## config.mk

```make
export PLATFORM = sky130hd
export DESIGN_NAME = key_scan
export DESIGN_NICKNAME = d
export VERILOG_FILES = /design/src/rtl/keypad_pkg.sv /design/src/rtl/col_sync.sv /design/src/rtl/key_scan.sv
export SDC_FILE = /design/constraint.sdc
export NUM_CORES = 1
export LEC_CHECK = 0
export BUFFER_PORTS_ARGS = -buffer_cell sky130_fd_sc_hd__buf_4
export CAP_MARGIN = 15
export CORE_AREA = 2 2 82 84
export CTS_BUF_LIST = sky130_fd_sc_hd__clkbuf_8
export CTS_CLUSTER_DIAMETER = 50
export DETAILED_ROUTE_END_ITERATION = 12
export DIE_AREA = 0 0 84 86
export GPL_TIMING_DRIVEN = 0
export PLACE_DENSITY = 0.82
export SLEW_MARGIN = 20
export SYNTH_ARGS = -nofsm -noshare
export SYNTH_HDL_FRONTEND = slang
export SYNTH_HIERARCHICAL = 1
export SYNTH_SLANG_ARGS = --single-unit
```

## constraint.sdc

```tcl
create_clock -name clk_raw -period 9.2 [get_ports clk_raw]
set_clock_uncertainty 0.2 [all_clocks]
set_input_delay 1.84 -clock clk_raw [delete_from_list [all_inputs] [get_ports clk_raw]]
set_output_delay 1.84 -clock clk_raw [all_outputs]
set_load 0.005 [all_outputs]
```

## src/rtl/keypad_pkg.sv

```systemverilog
// Keypad geometry and key-vector type shared by the keypad front end and core.
package keypad_pkg;

  localparam int ROWS = 4;
  localparam int COLS = 3;
  localparam int KEYS = ROWS * COLS;

  typedef logic [KEYS-1:0] keyvec_t;

  function automatic int unsigned key_idx(input int unsigned r, input int unsigned c);
    return r * COLS + c;
  endfunction

endpackage

```

## src/rtl/col_sync.sv

```systemverilog
// Two-flop synchronizer for asynchronous inputs; idles at all-ones so
// pulled-up active-low lines read as inactive out of reset.
module col_sync #(
  parameter int WIDTH = 1
) (
  input  logic             clk_i,
  input  logic             rst_i,
  input  logic [WIDTH-1:0] async_i,
  output logic [WIDTH-1:0] sync_o
);

  logic [WIDTH-1:0] meta_q;
  logic [WIDTH-1:0] sync_q;

  always_ff @(posedge clk_i) begin
    if (rst_i) begin
      meta_q <= '1;
      sync_q <= '1;
    end else begin
      meta_q <= async_i;
      sync_q <= meta_q;
    end
  end

  assign sync_o = sync_q;

endmodule

```

## src/rtl/key_scan.sv

```systemverilog
// Matrix keypad scanner: strobes rows, assembles a full-frame snapshot and
// accepts it into keystroke after DB_COUNT identical consecutive frames.
module key_scan #(
  parameter int ROWS     = keypad_pkg::ROWS,
  parameter int COLS     = keypad_pkg::COLS,
  parameter int SCAN_DIV = 50000,
  parameter int DB_COUNT = 4
) (
  input  logic                clk_raw,
  input  logic                rst,
  output logic [ROWS-1:0]     row_n,
  input  logic [COLS-1:0]     col_n,
  output keypad_pkg::keyvec_t keystroke,
  output keypad_pkg::keyvec_t key_press,
  output logic                frame_done
);

  import keypad_pkg::*;

  localparam int DW = $clog2(SCAN_DIV);
  localparam int RW = (ROWS > 1) ? $clog2(ROWS) : 1;
  localparam int AW = (DB_COUNT > 1) ? $clog2(DB_COUNT) : 1;

  localparam logic [DW-1:0] DIV_LAST  = DW'(SCAN_DIV - 1);
  localparam logic [RW-1:0] ROW_LAST  = RW'(ROWS - 1);
  localparam logic [AW-1:0] AGREE_MAX = AW'(DB_COUNT - 1);

  logic [COLS-1:0] col_s;

  logic [DW-1:0]   div_q, div_d;
  logic [RW-1:0]   row_q, row_d;
  logic [AW-1:0]   agree_q, agree_d;
  logic [ROWS-1:0] row_n_q, row_n_d;
  keyvec_t         raw_q, raw_d;
  keyvec_t         last_q, last_d;
  keyvec_t         ks_q, ks_d;
  keyvec_t         kp_q, kp_d;
  logic            fd_q;
  logic            sample;
  logic            frame_end;

  col_sync #(
    .WIDTH(COLS)
  ) u_col_sync (
    .clk_i  (clk_raw),
    .rst_i  (rst),
    .async_i(col_n),
    .sync_o (col_s)
  );

  always_comb begin
    sample    = (div_q == DIV_LAST);
    frame_end = sample && (row_q == ROW_LAST);

    div_d = sample ? '0 : div_q + 1'b1;
    row_d = row_q;
    if (sample) row_d = (row_q == ROW_LAST) ? '0 : row_q + 1'b1;

    row_n_d        = '1;
    row_n_d[row_d] = 1'b0;

    // raw_d already holds the last row at frame end, so the frame is judged
    // on the same edge that captures it and outputs move with frame_done.
    raw_d = raw_q;
    if (sample) raw_d[row_q*COLS +: COLS] = ~col_s;

    agree_d = agree_q;
    last_d  = last_q;
    ks_d    = ks_q;
    kp_d    = '0;
    if (frame_end) begin
      if (raw_d == last_q) agree_d = (agree_q == AGREE_MAX) ? agree_q : agree_q + 1'b1;
      else                 agree_d = '0;
      last_d = raw_d;
      if ((agree_d == AGREE_MAX) && (raw_d != ks_q)) begin
        ks_d = raw_d;
        kp_d = raw_d & ~ks_q;
      end
    end
  end

  always_ff @(posedge clk_raw) begin
    if (rst) begin
      div_q   <= '0;
      row_q   <= '0;
      agree_q <= '0;
      row_n_q <= {{(ROWS-1){1'b1}}, 1'b0};
      raw_q   <= '0;
      last_q  <= '0;
      ks_q    <= '0;
      kp_q    <= '0;
      fd_q    <= 1'b0;
    end else begin
      div_q   <= div_d;
      row_q   <= row_d;
      agree_q <= agree_d;
      row_n_q <= row_n_d;
      raw_q   <= raw_d;
      last_q  <= last_d;
      ks_q    <= ks_d;
      kp_q    <= kp_d;
      fd_q    <= frame_end;
    end
  end

  assign row_n      = row_n_q;
  assign keystroke  = ks_q;
  assign key_press  = kp_q;
  assign frame_done = fd_q;

endmodule

```

==> After elaboration in Yosys (flattened, before gate mapping) <==
Cells that the tools add are included.
{ "word_totals": {"ff_bits": 79, "elab_cells": 47, "out_inout_bits": 29, "input_bits": 5} }
{ "classes": {"n_eq_ne": 6, "muxes": 9, "reduce_logical": 6, "multipliers": 1, "bitwise_logic": 6, "magnitude_cmp": 2, "n_addsub": 4, "shifts": 2} }
{ "op_table": {"columns": ["operator", "count"], "rows": [
  ["4-bit negation with 34-bit output", 1],
  ["3-bit by 34-bit variable shift with 12-bit output (first input constant)", 1],
  ["3-bit by 34-bit indexed part select with 12-bit output", 1],
  ["16-bit by 1-bit adder with 16-bit output (second input constant)", 1],
  ["16-bit equality test (second input constant)", 1],
  ["12-bit AND", 1],
  ["12-bit bitwise mux", 1],
  ["12-bit equality test", 1],
  ["12-bit 2-to-1 mux", 1],
  ["12-bit inequality test", 1],
  ["12-bit inverter", 1],
  ["2-bit 2-to-1 mux", 5],
  ["2-bit equality test (second input constant)", 3],
  ["2-bit by 1-bit adder with 2-bit output (second input constant)", 2],
  ["2-bit by 2-bit multiplier with 4-bit output (second input constant)", 1],
  ["4-bit inverter", 1],
  ["1-bit logical AND", 3],
  ["2-bit by 3-bit less-than comparator with 1-bit output (second input constant)", 1],
  ["3-bit inverter", 1],
  ["3-bit OR reduction", 1],
  ["1-bit demux with 2-bit select", 1],
  ["2-bit by 1-bit >= comparator with 1-bit output (second input constant)", 1],
  ["1-bit inverter", 2],
  ["2-bit AND reduction", 1],
  ["other kinds (2)", 2]
]} }

==> Logic depth before layout (Yosys ltp) <==
Gate-level depths: netlist (run 1).
{ "depth": {"word_depth": 12, "ltp_mapped": 17, "ltp_nobuf": 14} }

==> Cells and area by module <==
Netlist (run 1), hierarchy kept.
{ "modules_own_cells": {"columns": ["module", "area_each_um2", "seq_area_each_um2", "cells_per_inst", "instances"], "rows": [
  ["key_scan", 3548.4, 1461.4, 396, 1],
  ["col_sync", 157.7, 120.1, 12, 1]
]} }

==> Worst setup path after synthesis (run 1) <==
Ideal clock, no wire load.
{ "synth_timing": {"path_kind": "reg-to-reg", "from": "register row_q[0]", "to": "register ks_q[10], in the netlist keystroke[10]", "period_less_slack_ns": 3.602, "n_path_buf": 3, "arrival_ns": 3.281, "setup_time_ns": 0.121, "setup_slack_ns": 5.598, "path_stages_with_launch": 13, "required_ns": 8.879, "cell_sequence": "dfxtp_1 > clkbuf_1 > inv_1 > ha_1 > clkbuf_1 > nor4b_1 > o21ai_0 > a221o_1 > o211ai_1 > nand4_1 > nor4b_4 > buf_6 > mux2_4"} }
{ "synth_via": {"elab_chain_cells": 11, "elab_cells_between_ends": 15, "classes_between": "add/sub (1); mul (1); eq/ne (4); shift (2); mux (4); reduce/logical (3)"} }
{ "synth_lines": {"columns": ["item", "line_no", "source"], "rows": [
  ["from (decl)", "key_scan.sv:31", "logic [RW-1:0] row_q, row_d;"],
  ["from (signal assigned)", "key_scan.sv:95", "row_q <= row_d;"],
  ["2-bit by 2-bit multiplier with 4-bit output", "key_scan.sv:65", "if (sample) raw_d[row_q*COLS +: COLS] = ~col_s;"],
  ["4-bit negation with 34-bit output", "key_scan.sv:65", null],
  ["3-bit by 34-bit indexed part select with 12-bit output / 3-bit by 34-bit variable shift with 12-bit output (equally long branches)", "key_scan.sv:65", null],
  ["12-bit bitwise mux", "key_scan.sv:65", null],
  ["12-bit 2-to-1 mux", "key_scan.sv:65", null],
  ["12-bit equality test", "key_scan.sv:72", "if (raw_d == last_q) agree_d = (agree_q == AGREE_MAX) ? agree_q : agree_q + 1'b1;"],
  ["2-bit 2-to-1 mux", "key_scan.sv:72", null],
  ["2-bit 2-to-1 mux", "key_scan.sv:71", "if (frame_end) begin"],
  ["2-bit equality test", "key_scan.sv:75", "if ((agree_d == AGREE_MAX) && (raw_d != ks_q)) begin"],
  ["1-bit logical AND", "key_scan.sv:75", null],
  ["2-bit AND reduction (no source line)", null, null],
  ["to (signal assigned)", "key_scan.sv:100", "ks_q <= ks_d;"],
  ["to (decl)", "key_scan.sv:36", "keyvec_t ks_q, ks_d;"]
]} }
Several ways; a longest one is shown, not always the timed one. The select of a mux whose other input is x is not followed.
A chain may end at the register's enable or synchronous reset.

==> Final worst setup path (run 1) <==
{ "layout_timing": {"from": "register row_q[0]", "to": "register kp_q[9], in the netlist key_press[9]"} }
{ "layout_via": {"elab_chain_cells": 12, "elab_cells_between_ends": 18, "classes_between": "add/sub (1); mul (1); eq/ne (4); shift (2); mux (4); bitwise (3); reduce/logical (3)"} }
{ "layout_lines": {"columns": ["item", "line_no", "source"], "rows": [
  ["2-bit by 2-bit multiplier with 4-bit output (*)", "key_scan.sv:65", null],
  ["4-bit negation with 34-bit output (*)", "key_scan.sv:65", null],
  ["3-bit by 34-bit indexed part select with 12-bit output / 3-bit by 34-bit variable shift with 12-bit output (equally long branches)", "key_scan.sv:65", null],
  ["12-bit bitwise mux (*)", "key_scan.sv:65", null],
  ["12-bit 2-to-1 mux (*)", "key_scan.sv:65", null],
  ["net raw_d[2]", "key_scan.sv:34", "keyvec_t raw_q, raw_d;"],
  ["12-bit equality test", "key_scan.sv:72", null],
  ["2-bit 2-to-1 mux", "key_scan.sv:72", null],
  ["2-bit 2-to-1 mux", "key_scan.sv:71", null],
  ["2-bit equality test", "key_scan.sv:75", null],
  ["1-bit logical AND (*)", "key_scan.sv:75", null],
  ["1-bit inverter (no source line) (*)", null, null],
  ["3-bit OR reduction (no source line) (*)", null, null],
  ["to (signal assigned)", "key_scan.sv:101", "kp_q <= kp_d;"],
  ["to (decl)", "key_scan.sv:37", "keyvec_t kp_q, kp_d;"]
]} }
The timed path passes the listed nets; every way through them passes the cells marked *. The select of a mux whose other input is x is not followed.

==> results of run 1 <==
[cell usage in the layout (no fill, tap or decap), types with 9 or more instances in the layout]
| cell | instances |
|---|---|
| xnor2_1 | 11 |
| nor2b_1 | 9 |
| nand3_1 | 14 |
| buf_4 | 33 |
| dfxtp_1 | 79 |
| mux2_4 | 10 |
| and2_1 | 12 |
| nand4_1 | 9 |
| xor2_1 | 12 |
| clkbuf_1 | 9 |
| inv_1 | 33 |
| ha_1 | 19 |
| nor2_1 | 63 |
| a21oi_1 | 19 |
| clkbuf_8 | 9 |
| nand2_1 | 16 |
[cells in the mapped netlist, types with 2 or more instances]
| cell type | instances |
|---|---|
| xnor2_1 | 11 |
| inv_1 | 32 |
| xor2_1 | 12 |
| and2_1 | 12 |
| or3_1 | 4 |
| nand4_1 | 9 |
| a21oi_1 | 19 |
| and4_1 | 2 |
| and3_1 | 8 |
| a211o_1 | 2 |
| nor4b_1 | 6 |
| nand3_1 | 14 |
| o21ai_0 | 7 |
| a31oi_1 | 2 |
| mux2_2 | 3 |
| mux2_4 | 10 |
| clkbuf_1 | 9 |
| nor2_1 | 63 |
| nand2b_1 | 5 |
| mux2i_1 | 8 |
| nor4_1 | 3 |
| nor3_1 | 6 |
| buf_2 | 3 |
| nand2_1 | 16 |
| buf_1 | 2 |
| nor2b_1 | 9 |
| ha_1 | 19 |
| o211ai_1 | 2 |
| o32ai_1 | 4 |
| o31ai_1 | 3 |
| dfxtp_1 | 79 |
| or2_1 | 6 |
| and4bb_2 | 2 |
[cell type report]
cell class / instances / area [um2]
multi-input cells: 282 / 1940
inverters: 32 / 120
plain buffers: 15 / 67.6
fillers: 488 / 1980
well taps: 77 / 96.3
flip-flops and latches: 79 / 1580
clock inverters: 7 / 120
clock buffers: 9 / 124
repair buffers: 33 / 248
[routing by layer]
metal / wire length, um / up-vias / share of wire, % / global-route usage (%)
li1: - / 1483 / - / -
met1: 3620 / 1436 / 44 / 28.6
met2: 4020 / 85 / 48 / 40.9
met3: 401 / 25 / 4.8 / 5.97
met4: 246 / 0 / 3.0 / 13.3
met5: 0 / - / 0 / 0
[state kept, by name, summed over array words and instances (netlist names), 2 cells and up]
register,count
row_q,2
key_press,12
u_col_sync/sync_o,3
row_n,4
keystroke,12
agree_q,2
raw_q,12
u_col_sync/meta_q,3
div_q,16
last_q,12
[logic make-up after synthesis]
group                      after synthesis  synth area share (%)
and+or+nand+nor                        172                  25.2
DFF                                     79                  42.7
AOI/OAI and AO/OA                       47                  8.14
buffers and inverters                   47                  5.06
xor gates and xnor gates                23                  5.44
muxes                                   21                  7.12
adders and majority gates               19                  6.41
[worst min-delay path by stage]
stage | to | slack (ns)
5_1_grt | u_col_sync/sync_o[1]$_SDFF_PP1_ | 0.23
3_3_place_gp | u_col_sync/sync_o[0]$_SDFF_PP1_ | 0.19
2_1_floorplan | u_col_sync/sync_o[0]$_SDFF_PP1_ | 0.18
3_5_place_dp | u_col_sync/sync_o[1]$_SDFF_PP1_ | 0.19
4_1_cts | u_col_sync/sync_o[1]$_SDFF_PP1_ | 0.21
6_report | u_col_sync/sync_o[1]$_SDFF_PP1_ | 0.21
[metrics by stage]
stage	instance area [um2]	power, uW
after floorplan	3710	361
after global placement	4050	365
after detailed placement	4050	366
after CTS	4290	674
after global routing	4290	689
final	4290	672
[worst max-delay path, delay by kind of cell (launching register included)]
family / cells / cell delay [ns]
AO/OA/AOI/OAI: 2 / 0.39
adder cells (fa/ha/maj): 2 / 0.62
AND/OR/NAND/NOR: 7 / 1.77
flip-flops: 1 / 0.45
buffers and inverters: 4 / 1.07
[where the power goes]
group / internal (uW) / leakage, uW / switching (uW) / total, uW
clock: 181 / 0.000125 / 133 / 314
sequential: 344 / 0.000638 / 2.04 / 346
combinational: 3.88 / 0.00105 / 7.91 / 11.8
total: 529 / 0.00182 / 143 / 672
==> reports/qor.json, run 1 <==
{
  "run_status": "completed",
  "startpoint_type": "flop",
  "number_of_antenna_violations_at_the_first_check_in_global_routing": 0,
  "num_vias": 3029,
  "synthFlopType": "dfxtp_1",
  "timing.reg2reg.setup_slack_ns": 4.65,
  "areaGrowthSynthToFinish_pct": 15.9,
  "vdd_drop_max_v": 0.000118,
  "final_min_period_over_clock_period_pct": 49.5,
  "min_path_type": "flop to flop",
  "cts_hold_buffers_added": 0,
  "rr_endpoint": "key_press[9]$_SDFF_PP0_",
  "drive_gt1_share_pct": 15.3,
  "drc_errors": 0,
  "cts_made_buffers": 9,
  "synth_seq_area_share_pct": 42.7,
  "worst_ep_required_time_ns": 9.31,
  "dieArea_mm2": 0.00722,
  "worst_r2r_path_depth": 15,
  "synth_edf_count": 0,
  "cts.root.buffer_cell": "clkbuf_8",
  "place.detailed.hpwl_um": 5860,
  "slowest_stage": "nor4b_1",
  "final_cell_count_no_fill": 534,
  "die_h_um": 86,
  "tritoncts": "done",
  "clock_tree.htree_level_count": 3,
  "final_estimated_routing_congestion_in_global_placement": 0.867,
  "first_pass_grt_wire_length_um": 13800,
  "count_of_different_cell_masters_after_synthesis": 49,
  "critPathKind": "flop to flop",
  "grt_pass1_vias": 2996,
  "timing.final.setup_violations": 0,
  "die_w_um": 84,
  "timing.critical_path.arrival_ns": 4.66,
  "routed_wire_per_std_cell_um": 15.5,
  "worst_pin_slew_ns": 0.645,
  "finalWirelength_um": 8290,
  "crit_path_end_kind": "flop",
  "synth.avg_cell_area_um2": 9.08,
  "slowest_delay_ns": 0.64,
  "num_antenna_cells": 0,
  "clock_latency_ns": 0.36,
  "max_slew_headroom_pct": 56.4,
  "area_of_the_core_region_mm2": 0.00628,
  "synth.top_cells.by_area": "dfxtp_1 (43%), ha_1 (6.4%), nor2_1 (6.4%), mux2_4 (4.1%), inv_1 (3.2%)",
  "boundaryPins": 34,
  "post_cts_buffers": 0,
  "tritoncts_num_sinks": 79,
  "fraction_of_the_core_area_covered_by_cells_at_the_end_of_the_flow_pct": 68.4,
  "crit-reg2reg-launch": "row_q[0]$_SDFF_PP0_",
  "postSynthNetCount": 432,
  "firstDrtPassIters": 4,
  "port_buffers": 33,
  "min_path_cells": 1,
  "synth-warning-count": 6,
  "final_max_slew_viol_count": 0,
  "row_count": 29,
  "finish.net_count": 476,
  "ctsResizeCount": 0,
  "setup_slack_ns": 4.65,
  "worstPathCellList": "clkbuf_1 > inv_1 > ha_1 > clkbuf_1 > nor4b_1 > nor2_1 > o21ai_0 > ha_1 > nand4_1 > o31ai_1 > nor2_1 > nand3_1 > nor4_1 > clkbuf_1 > and2_1",
  "pre_cts_ws_ns": 4.85,
  "totalNegativeSetupSlack_ns": 0,
  "clock_slew_at_the_register_clock_pins_of_the_worst_setup_and_hold_paths_ns": 0.08,
  "hold_path.startpoint": "u_col_sync/meta_q[1]$_SDFF_PP1_",
  "synth_largest_area_cell": "dfxtp_1",
  "maximum_clock_insertion_buffer_count": 2,
  "post_synth_instance_area_mm2": 0.00371,
  "async_flop_share_pct": 0,
  "cap_violations": 0,
  "p_per_area_mw_per_mm2": 157,
  "critical_path.endpoint": "key_press[9]$_SDFF_PP0_",
  "antenna_violating_nets_post_route": 0,
  "timing.critical_path.from": "row_q[0]$_SDFF_PP0_",
  "synth_top_cell_area_share_pct": 42.7,
  "drt-initial-drc-count": 182,
  "groute.usage.overall_pct": 24.3,
  "final.hold.worst_slack_ns": 0.209,
  "hold_viol": 0,
  "path_common_cell": "clkbuf_1",
  "cells_after_synthesis": 408,
  "final.min_clock_period_ns": 4.55,
  "grt_overflow": 0,
  "crit_path_max_fanout": 10,
  "starting_utilization_of_the_core_area_pct": 59.0,
  "ys_ff_latch": 79,
  "p_leak_uw": 0.00182,
  "maxClockFrequency_ghz": 0.220,
  "routed_via_density": 5.67,
  "grt_start_max_net_pins": 15,
  "rsz0062_at_grt": "false",
  "placed_cells": 518
}
(Power assumes the default switching activity.)
==> run 2: changes to the inputs <==
--- a/config.mk
+++ b/config.mk
@@ -5,15 +5,16 @@
 export SDC_FILE = /design/constraint.sdc
 export NUM_CORES = 1
 export LEC_CHECK = 0
+export ABC_AREA = 1
 export BUFFER_PORTS_ARGS = -buffer_cell sky130_fd_sc_hd__buf_4
 export CAP_MARGIN = 15
-export CORE_AREA = 2 2 82 84
+export CORE_AREA = 2 2 86 88
 export CTS_BUF_LIST = sky130_fd_sc_hd__clkbuf_8
 export CTS_CLUSTER_DIAMETER = 50
 export DETAILED_ROUTE_END_ITERATION = 12
-export DIE_AREA = 0 0 84 86
+export DIE_AREA = 0 0 88 90
 export GPL_TIMING_DRIVEN = 0
-export PLACE_DENSITY = 0.82
+export PLACE_DENSITY = 0.81
 export SLEW_MARGIN = 20
 export SYNTH_ARGS = -nofsm -noshare
 export SYNTH_HDL_FRONTEND = slang
==> constraint.sdc (replaced) <==
create_clock -name clk_raw -period 4.45 [get_ports clk_raw]
set_clock_uncertainty 0.2 [all_clocks]
set_input_delay 0.89 -clock clk_raw [delete_from_list [all_inputs] [get_ports clk_raw]]
set_output_delay 0.89 -clock clk_raw [all_outputs]
set_load 0.005 [all_outputs]
==> reports/qor.json, run 2 <==
{
  "run_status": {"value": "completed", "change": "unchanged"},
  "netSwitchingFraction": {"value": 22.9, "unit": "%", "change": "was 21.3%"},
  "port_buffers": {"value": 33, "change": "unchanged"},
  "synth_top_cell_area_share": {"value": 38.7, "unit": "%", "change": "was 42.7%"},
  "yosys.cell_count.top_type": {"value": "nand2_1", "change": "was dfxtp_1"},
  "clock_slew_at_the_register_clock_pins_of_the_worst_setup_and_hold_paths": {"value": 0.08, "unit": "ns", "change": "about the same"},
  "grt_overflow": {"value": 0, "change": "unchanged"},
  "synth.top_cells.by_area": {"value": "dfxtp_1 (39%), nand2_1 (11%), inv_1 (8.6%), nor2_1 (7.5%), ha_1 (5.8%)", "change": "was dfxtp_1 (43%), ha_1 (6.4%), nor2_1 (6.4%), mux2_4 (4.1%), inv_1 (3.2%)"},
  "registers.top_by_ff_count": {"value": "div_q", "change": "unchanged"},
  "groute.usage.overall": {"value": 22.3, "unit": "%", "change": "was 24.3%"},
  "clock_power_share": {"value": 42.0, "unit": "%", "change": "was 46.8%"},
  "final_area": {"value": 0.00466, "unit": "mm2", "change": "was 0.00429 mm2"},
  "p_sw": {"value": 291, "unit": "uW", "change": "was 143 uW"},
  "yosys-top-cells-count": {"value": "nand2_1 (120), inv_1 (94), nor2_1 (82)", "change": "was dfxtp_1 (79), nor2_1 (63), inv_1 (32)"},
  "critPathKind": {"value": "flop to flop", "change": "unchanged"},
  "max_slew_headroom": {"value": 65.4, "unit": "%", "change": "was 56.4%"},
  "startpoint_type": {"value": "flop", "change": "unchanged"},
  "antenna_violating_nets_post_route": {"value": 0, "change": "unchanged"},
  "min_path_cells": {"value": 2, "change": "was 1"},
  "setup_slack": {"value": 0.859, "unit": "ns", "change": "was 4.65 ns"},
  "hold_path.startpoint": {"value": "u_col_sync/meta_q[1]$_SDFF_PP1_", "change": "unchanged"},
  "boundaryPins": {"value": 34, "change": "unchanged"},
  "final_min_period_over_clock_period": {"value": 80.7, "unit": "%", "change": "was 49.5%"},
  "finish.net_count": {"value": 634, "change": "was 476"},
  "commonest_non_fill_non_tap_cell_in_the_layout": {"value": "nand2_1", "change": "was dfxtp_1"},
  "drt-initial-drc-count": {"value": 187, "change": "was 182"},
  "maximum_clock_insertion_buffer_count": {"value": 2, "change": "unchanged"},
  "grt_pass1_vias": {"value": 3335, "change": "was 2,996"},
  "crit_path_max_fanout": {"value": 10, "change": "unchanged"},
  "row_count": {"value": 31, "change": "was 29"},
  "synth_edf_count": {"value": 0, "change": "unchanged"},
  "routed_via_density": {"value": 4.90, "change": "was 5.67"},
  "post_synth_instance_area": {"value": 0.00409, "unit": "mm2", "change": "was 0.00371 mm2"},
  "synthFlopType": {"value": "dfxtp_1", "change": "unchanged"},
  "routed_wire_per_std_cell": {"value": 11.4, "unit": "um", "change": "was 15.5 um"},
  "final_cell_count_no_fill": {"value": 714, "change": "was 534"},
  "worst_r2r_path_depth": {"value": 20, "change": "was 15"},
  "p_leak": {"value": 0.00216, "unit": "uW", "change": "was 0.00182 uW"},
  "totalNegativeSetupSlack": {"value": 0, "unit": "ns", "change": "unchanged"},
  "intPower": {"value": 980, "unit": "uW", "change": "was 529 uW"},
  "final.min_clock_period": {"value": 3.59, "unit": "ns", "change": "was 4.55 ns"},
  "area_of_the_core_region": {"value": 0.00702, "unit": "mm2", "change": "was 0.00628 mm2"},
  "timing.final.setup_violations": {"value": 0, "change": "unchanged"},
  "pre_cts_ws": {"value": 0.915, "unit": "ns", "change": "was 4.85 ns"},
  "final_max_slew_viol_count": {"value": 0, "change": "unchanged"},
  "die_w": {"value": 88, "unit": "um", "change": "was 84 um"},
  "cts_made_buffers": {"value": 9, "change": "unchanged"},
  "tritoncts_num_sinks": {"value": 79, "change": "unchanged"},
  "async_flop_share": {"value": 0, "unit": "%", "change": "unchanged"},
  "grt_start_max_net_pins": {"value": 15, "change": "unchanged"},
  "ys_ff_latch": {"value": 79, "change": "unchanged"},
  "cells_after_synthesis": {"value": 566, "change": "was 408"},
  "count_of_different_cell_masters_after_synthesis": {"value": 30, "change": "was 49"},
  "die_h": {"value": 90, "unit": "um", "change": "was 86 um"},
  "vdd_drop_max": {"value": 0.000183, "unit": "V", "change": "was 0.000118 V"},
  "rsz0062_at_grt": {"value": "false", "change": "unchanged"},
  "cap_violations": {"value": 0, "change": "unchanged"},
  "placed_cells": {"value": 698, "change": "was 518"},
  "worst_pin_slew": {"value": 0.517, "unit": "ns", "change": "was 0.645 ns"},
  "rr_endpoint": {"value": "keystroke[4]$_SDFFE_PP0P_", "change": "was key_press[9]$_SDFF_PP0_"},
  "starting_utilization_of_the_core_area": {"value": 58.3, "unit": "%", "change": "was 59.0%"},
  "post_cts_buffers": {"value": 0, "change": "unchanged"},
  "cts.root.buffer_cell": {"value": "clkbuf_8", "change": "unchanged"},
  "cts_hold_buffers_added": {"value": 0, "change": "unchanged"},
  "drive_gt1_share": {"value": 18.2, "unit": "%", "change": "was 15.3%"},
  "final_estimated_routing_congestion_in_global_placement": {"value": 0.894, "change": "was 0.867"},
  "clock_tree.htree_level_count": {"value": 3, "change": "unchanged"},
  "power_frac_seq": {"value": 56.1, "unit": "%", "change": "was 51.5%"},
  "crit-reg2reg-launch": {"value": "row_q[0]$_SDFF_PP0_", "change": "unchanged"},
  "synth.avg_cell_area": {"value": 7.23, "unit": "um2", "change": "was 9.08 um2"},
  "detailed_place.area": {"value": 0.00446, "unit": "mm2", "change": "was 0.00405 mm2"},
  "timing.critical_path.from": {"value": "row_q[0]$_SDFF_PP0_", "change": "unchanged"},
  "tritoncts": {"value": "done", "change": "unchanged"},
  "timing.critical_path.arrival": {"value": 3.64, "unit": "ns", "change": "was 4.66 ns"},
  "synth_seq_area_share": {"value": 38.7, "unit": "%", "change": "was 42.7%"},
  "synth-warning-count": {"value": 6, "change": "unchanged"},
  "maxClockFrequency": {"value": 0.278, "unit": "GHz", "change": "was 0.220 GHz"},
  "num_antenna_cells": {"value": 0, "change": "unchanged"},
  "crit_path_end_kind": {"value": "flop", "change": "unchanged"},
  "hold_viol": {"value": 0, "change": "unchanged"},
  "first_pass_grt_wire_length": {"value": 14100, "unit": "um", "change": "was 13,800 um"},
  "drc_errors": {"value": 0, "change": "unchanged"},
  "place.detailed.hpwl": {"value": 6280, "unit": "um", "change": "was 5860 um"},
  "num_vias": {"value": 3501, "change": "was 3,029"},
  "finalWirelength": {"value": 8150, "unit": "um", "change": "was 8290 um"},
  "p_per_area": {"value": 273, "unit": "mW/mm2", "change": "was 157 mW/mm2"},
  "layout.cells.most_common_list": {"value": "nand2_1 (120), inv_1 (95), nor2_1 (82), dfxtp_1 (79), buf_4 (33)", "change": "was dfxtp_1 (79), nor2_1 (63), inv_1 (33), buf_4 (33)"},
  "clock_latency": {"value": 0.36, "unit": "ns", "change": "about the same"},
  "postSynthNetCount": {"value": 590, "change": "was 432"},
  "synth_largest_area_cell": {"value": "dfxtp_1", "change": "unchanged"},
  "number_of_antenna_violations_at_the_first_check_in_global_routing": {"value": 0, "change": "unchanged"},
  "share_comb_of_total_power": {"value": 1.9, "unit": "%", "change": "was 1.8%"},
  "areaGrowthSynthToFinish": {"value": 13.9, "unit": "%", "change": "was 15.9%"},
  "ctsResizeCount": {"value": 0, "change": "unchanged"},
  "dieArea": {"value": 0.00792, "unit": "mm2", "change": "was 0.00722 mm2"},
  "timing.reg2reg.setup_slack": {"value": 0.86, "unit": "ns", "change": "was 4.65 ns"},
  "min_path_type": {"value": "flop to flop", "change": "unchanged"},
  "worst_ep_required_time": {"value": 4.50, "unit": "ns", "change": "was 9.31 ns"},
  "firstDrtPassIters": {"value": 4, "change": "unchanged"},
  "largest_reg_flops": {"value": 16, "change": "unchanged"},
  "min_delay_worst_endpoint": {"value": "u_col_sync/sync_o[1]$_SDFF_PP1_", "change": "unchanged"}
}
run 2: kinds of logic after synthesis:
family / after synthesis / share of synthesized area, %
flops: 79 / 38.7
buf+inv: 111 / 11.3
simple gates: 307 / 37.6
compound gates: 49 / 6.48
xor+xnor: 1 / 0.214
fa+ha+maj: 19 / 5.81
run 2: worst max-delay path by stage:
stage	end
after CTS	keystroke[1]$_SDFFE_PP0P_
after global placement	keystroke[4]$_SDFFE_PP0P_
final	keystroke[4]$_SDFFE_PP0P_
after floorplan	keystroke[6]$_SDFFE_PP0P_
after global routing	keystroke[4]$_SDFFE_PP0P_
after detailed placement	keystroke[4]$_SDFFE_PP0P_
run 2: area by class of cell:
class	instances	area [um2]
Timing Repair Buffer	33	248
Tap cell	99	124
Clock inverter	7	72.6
Buffer	10	81.3
Inverter	101	379
Clock buffer	9	124
Sequential cell	79	1580
Fill cell	627	2360
Multi-Input combinational cell	376	2050
run 2: power groups by stage:
stage                     clock network (uW)  logic (uW)  registers, uW
after floorplan                            0        15.5            729
after global placement                     0        23.6            730
after detailed placement                   0        24.2            730
after CTS                                544        24.3            713
after global routing                     581        27.9            714
final                                    533        24.0            713
run 2: layer usage:
metal / wire, um / GRT usage [%] / part of all wire (%) / up-vias
li1: - / - / - / 1830
met1: 3630 / 26.7 / 44 / 1592
met2: 4110 / 37.6 / 50 / 67
met3: 282 / 5.79 / 3.5 / 12
met4: 130 / 8.21 / 1.6 / 0
met5: 0 / 0 / 0 / -
run 2: through the flow:
stage                     util (%)  hold slack, ns  total power [uW]
after floorplan                  -           0.187               745
after global placement        63.6           0.191               753
after detailed placement      63.6           0.198               754
after CTS                     66.4           0.218              1280
after global routing          66.4           0.244              1320
final                         66.4           0.208              1270
run 2: worst max-delay path, stage by stage, from the launching register on:
cell	delay [ns]
dfxtp_1	0.42
buf_2	0.23
inv_1	0.11
ha_1	0.36
inv_1	0.13
nor2_1	0.08
nand2_1	0.10
nand2_1	0.05
o21ai_0	0.11
nand2_1	0.12
nand2_2	0.10
inv_1	0.06
ha_1	0.27
nand4_1	0.10
o32ai_1	0.29
inv_1	0.18
nand4_1	0.14
buf_2	0.23
nand2_1	0.07
nand2_1	0.06
nor2_1	0.04
